File: src/rtl/pio_pkg.sv
// Shared defaults for the PIO block and its input-conditioning stage.
// Both import this package so pin count and counter sizing stay in step.
package pio_pkg;

    localparam int PIO_WIDTH    = 10;
    localparam int PIO_DEBOUNCE = 4;

    function automatic int cnt_width(input int n);
        int w;
        w = $clog2(n);
        return (w < 1) ? 1 : w;
    endfunction

endpackage

File: src/rtl/pio_in_filter_bit.sv
// One pin of the PIO input filter: 2-FF sync, debounce, edge detect
// and a sticky pending flag gated by the rise/fall enables.
module pio_in_filter_bit
    import pio_pkg::*;
#(
    parameter int debounceCycles = PIO_DEBOUNCE
) (
    input  logic clk,
    input  logic reset_n,
    input  logic pad,
    input  logic rise_en,
    input  logic fall_en,
    input  logic irq_clear,
    output logic idata,
    output logic rise,
    output logic fall,
    output logic pending
);

    localparam int CW = cnt_width(debounceCycles);
    localparam logic [CW-1:0] CNT_MAX = CW'(debounceCycles - 1);

    logic          s1;
    logic          s2;
    logic          stable;
    logic          stable_d;
    logic [CW-1:0] cnt;

    assign rise  = stable & ~stable_d;
    assign fall  = ~stable & stable_d;
    assign idata = stable;

    always_ff @(posedge clk or negedge reset_n) begin
        if (!reset_n) begin
            s1       <= 1'b0;
            s2       <= 1'b0;
            stable   <= 1'b0;
            stable_d <= 1'b0;
            cnt      <= '0;
            pending  <= 1'b0;
        end else begin
            s1       <= pad;
            s2       <= s1;
            stable_d <= stable;
            // Any cycle that agrees with the accepted level restarts the count.
            if (s2 == stable) begin
                cnt <= '0;
            end else if (cnt == CNT_MAX) begin
                stable <= s2;
                cnt    <= '0;
            end else begin
                cnt <= cnt + 1'b1;
            end
            pending <= (pending & ~irq_clear) | (rise & rise_en) | (fall & fall_en);
        end
    end

endmodule

File: src/rtl/pio_in_filter.sv
// PIO input-conditioning stage: per-pin filters feeding idata, plus a
// level interrupt that is the OR of all sticky pending flags.
module pio_in_filter
    import pio_pkg::*;
#(
    parameter int pioWidth       = PIO_WIDTH,
    parameter int debounceCycles = PIO_DEBOUNCE
) (
    input  logic                clk,
    input  logic                reset_n,
    input  logic [pioWidth-1:0] pad_idata,
    input  logic [pioWidth-1:0] rise_en,
    input  logic [pioWidth-1:0] fall_en,
    input  logic [pioWidth-1:0] irq_clear,
    output logic [pioWidth-1:0] idata,
    output logic [pioWidth-1:0] rise,
    output logic [pioWidth-1:0] fall,
    output logic [pioWidth-1:0] pending,
    output logic                irq
);

    for (genvar i = 0; i < pioWidth; i++) begin : g_pin
        pio_in_filter_bit #(
            .debounceCycles(debounceCycles)
        ) u_bit (
            .clk      (clk),
            .reset_n  (reset_n),
            .pad      (pad_idata[i]),
            .rise_en  (rise_en[i]),
            .fall_en  (fall_en[i]),
            .irq_clear(irq_clear[i]),
            .idata    (idata[i]),
            .rise     (rise[i]),
            .fall     (fall[i]),
            .pending  (pending[i])
        );
    end

    assign irq = |pending;

endmodule

File: config.mk
export PLATFORM = sky130hd
export DESIGN_NAME = pio_in_filter
export DESIGN_NICKNAME = d
export VERILOG_FILES = /design/src/rtl/pio_pkg.sv /design/src/rtl/pio_in_filter_bit.sv /design/src/rtl/pio_in_filter.sv
export SDC_FILE = /design/constraint.sdc
export NUM_CORES = 1
export LEC_CHECK = 0
export ABC_AREA = 1
export CAP_MARGIN = 40
export CORE_MARGIN = 5
export CORE_UTILIZATION = 50
export CTS_BUF_LIST = sky130_fd_sc_hd__clkbuf_16
export CTS_CLUSTER_DIAMETER = 200
export CTS_CLUSTER_SIZE = 14
export DETAILED_ROUTE_END_ITERATION = 10
export MAX_ROUTING_LAYER = met4
export PLACE_DENSITY = 0.91
export SLEW_MARGIN = 10
export SYNTH_ARGS = -nofsm -noshare
export SYNTH_HDL_FRONTEND = slang
export SYNTH_HIERARCHICAL = 1
export SYNTH_SLANG_ARGS = --single-unit
File: constraint.sdc
create_clock -name clk -period 1.8 [get_ports clk]
set_clock_uncertainty 0.2 [all_clocks]
set_input_delay 0.36 -clock clk [delete_from_list [all_inputs] [get_ports clk]]
set_output_delay 0.36 -clock clk [all_outputs]
set_load 0.01 [all_outputs]
==> flow_summary.json <==
{
  "maxCapViolCount": 0,
  "num_vias": 2152,
  "die_height_um": 83.5,
  "crit_fanout": 3,
  "worst_ir_drop_vdd_uv": 905,
  "rows": 26,
  "finalNonFillerCells": 460,
  "worstHoldPathType": "reg -> reg",
  "cts_buffers": 9,
  "ios": 83,
  "clk_latency_ns": 0.32,
  "slew_viol_final": 0,
  "grt_pass1_vias": 2255,
  "rr_worst_depth": 3,
  "cts_tree": "done",
  "period_share_pct": 98.6,
  "syn-instance-count": 279,
  "status": "finished, final reports clean",
  "synth_cell_type_count": 11,
  "synth_area_per_cell_um2": 9.69,
  "finalHoldViolations": 0,
  "routed_via_density": 4.68,
  "maxClockFrequency_mhz": 563,
  "min_period_ns": 1.77,
  "area_delta_synth_final_pct": 45.8,
  "final_core_util_pct": 76.2,
  "dieWidth_um": 83.5,
  "drc": 0,
  "grt_max_degree": 50,
  "pwr-share-clk_pct": 23.7,
  "seqPwrFrac_pct": 40.3,
  "path_clk_slew_ns": 0.05,
  "synth_compound_area_share_pct": 1.85,
  "synth.area.mux_share_pct": 0,
  "yosysSeqAreaShare_pct": 64.8,
  "swShare_pct": 34.0,
  "clockBufferDepth": 2,
  "hold_slack_ns": 0.147,
  "coreArea_um2": 5170,
  "antenna_found_initial": 0,
  "required_ns": 1.24,
  "leakagePower_uw": 0.00215,
  "synth_top_family_by_area": "simple AND/OR/NAND/NOR gates",
  "ys_ff_latch": 70,
  "p_per_area_nw_per_um2": 1560,
  "syn_nets": 331,
  "nets": 439,
  "tightest_slew_ns": 0.261,
  "detail-route-antenna-nets": 0,
  "setup_viol": 0,
  "hold_depth": 0,
  "slew_headroom_pct": 82.4,
  "worstPathArrival_ns": 1.21,
  "cts_num_sinks": 70,
  "dpl.cell_count": 436,
  "power_frac_comb_pct": 36.0,
  "syn_area_um2": 2700,
  "wirelength_mm": 6.13,
  "grt_pass1_wl_mm": 10.2,
  "port_buffers": 82,
  "synth_xor_area_share_pct": 0,
  "fin_total_pwr_uw": 6150,
  "p_int_uw": 4060,
  "routabilityCongestion": 0.781,
  "ctsHtreeMaxLevel": 3,
  "path_class": "reg -> out",
  "synth_warnings": 6,
  "root_buffer": "clkbuf_16",
  "hpwl_mm": 4.25,
  "startpoint_type": "register",
  "grt_usage_pct": 19.1,
  "overflow": 0,
  "drt-initial-drc-count": 75,
  "p_switching_uw": 2090,
  "yosys.area_share.simple_pct": 21.8,
  "final_layout_size_suffix_gt1_share_pct": 12.3,
  "cp-end-kind": "primary output",
  "diodes": 0,
  "grt_setup_unrepaired": "true",
  "wl_per_cell_um": 13.3,
  "start_util_pct": 52.3,
  "synth_fa_ha_area_share_pct": 4.63,
  "first_pass_iters": 4,
  "die_area_um2": 6980
}
[worst paths after layout]
check                                       startpoint                       to  slack [ns]
max in group asynchronous                      reset_n     g_pin[6].u_bit/idata        0.77
worst min register to register       g_pin[8].u_bit/s1        g_pin[8].u_bit/s2        0.15
worst min-delay path                 g_pin[8].u_bit/s1        g_pin[8].u_bit/s2        0.15
worst max-delay path            g_pin[1].u_bit/pending                      irq        0.03
min in group asynchronous                      reset_n  g_pin[5].u_bit/stable_d        0.37
worst max register to register   g_pin[0].u_bit/cnt[0]    g_pin[0].u_bit/cnt[0]        0.51
[cells by family (layout without fill, tap and decap cells)]
| logic type | Yosys count | after routing |
|---|---|---|
| adders and majority gates | 10 | 10 |
| and+or+nand+nor | 139 | 139 |
| AOI/OAI and AO/OA | 10 | 10 |
| buffers and inverters | 50 | 161 |
| DFF | 70 | 70 |
[cells in the mapped netlist]
library cell | instances | area, um^2
and2_0 | 1 | 6.26
dfrtp_1 | 70 | 1750
ha_1 | 10 | 125
inv_1 | 40 | 150
inv_2 | 10 | 37.5
nand2_1 | 52 | 195
nand3_1 | 30 | 150
nor2_1 | 45 | 169
o21ai_0 | 10 | 50.1
or2_0 | 1 | 6.26
or2_1 | 10 | 62.6
[state kept, by name, indices dropped and copies added, names as in the netlist]
name	flops
g_pin.u_bit/cnt	20
g_pin.u_bit/idata	10
g_pin.u_bit/pending	10
g_pin.u_bit/s1	10
g_pin.u_bit/s2	10
g_pin.u_bit/stable_d	10
[power by group through the flow]
stage          Combinational, uW  Clock, uW  Sequential (uW)
3_3_place_gp                2210          0             2460
3_5_place_dp                2290          0             2520
5_1_grt                     2490       1570             2550
6_report                    2210       1460             2480
2_1_floorplan                995          0             2530
4_1_cts                     2240       1490             2480
[metrics by stage]
stage	TNS, ns	cell area [um^2]	setup WS, ns
after floorplan	0	2700	0.442
after global placement	0	3660	0.0440
after detailed placement	0	3660	0.0177
after CTS	0	3940	0.00369
after global routing	-0.0254	3940	-0.0254
final	0	3940	0.0251
[timing repair]
action                                  in CTS  in global routing
endpoints found under the hold margin       70                  0
setup buffers                                8                  1
pin swaps                                    1                  2
cloned                                       0                  0
gates resized for setup                     49                 13
hold buffers                                 1                  0
endpoints found under the setup margin      38                 13
[layout make-up]
type / count / area (um^2)
Sequential cell: 70 / 1760
Fill cell: 369 / 1230
Timing Repair Buffer: 97 / 893
Multi-Input combinational cell: 159 / 767
Clock buffer: 9 / 225
Inverter: 50 / 188
Tap cell: 70 / 87.6
Clock inverter: 5 / 21.3
[per-layer routing]
layer / vias up / wire (um) / track usage [%]
met2: 66 / 3230 / 32.8
met1: 1008 / 2400 / 20.3
li1: 1065 / - / -
met3: 13 / 369 / 6.61
met4: 0 / 126 / 7.60
met5: - / 0 / -
[layout by cell type, fill, tap and decap left out]
cell type / count
and2_1: 1
buf_12: 1
buf_2: 2
buf_4: 13
clkbuf_16: 9
clkbuf_2: 4
clkdlybuf4s15_1: 3
clkdlybuf4s50_1: 41
clkinv_1: 1
clkinv_2: 2
dfrtp_1: 64
dfrtp_2: 6
dlygate4sd2_1: 28
dlygate4sd3_1: 1
dlymetal6s2s_1: 4
ha_1: 10
inv_1: 42
inv_2: 10
nand2_1: 52
nand3_1: 30
nor2_1: 44
nor2_2: 1
o21ai_0: 10
or2_0: 1
or2_1: 10
[critical path, stage by stage, from the launching register on]
cell     delay, ns
dfrtp_1       0.38
or2_0         0.22
nor2_1        0.11
nand2_1       0.06
buf_2         0.13
(Power assumes the default switching activity.)
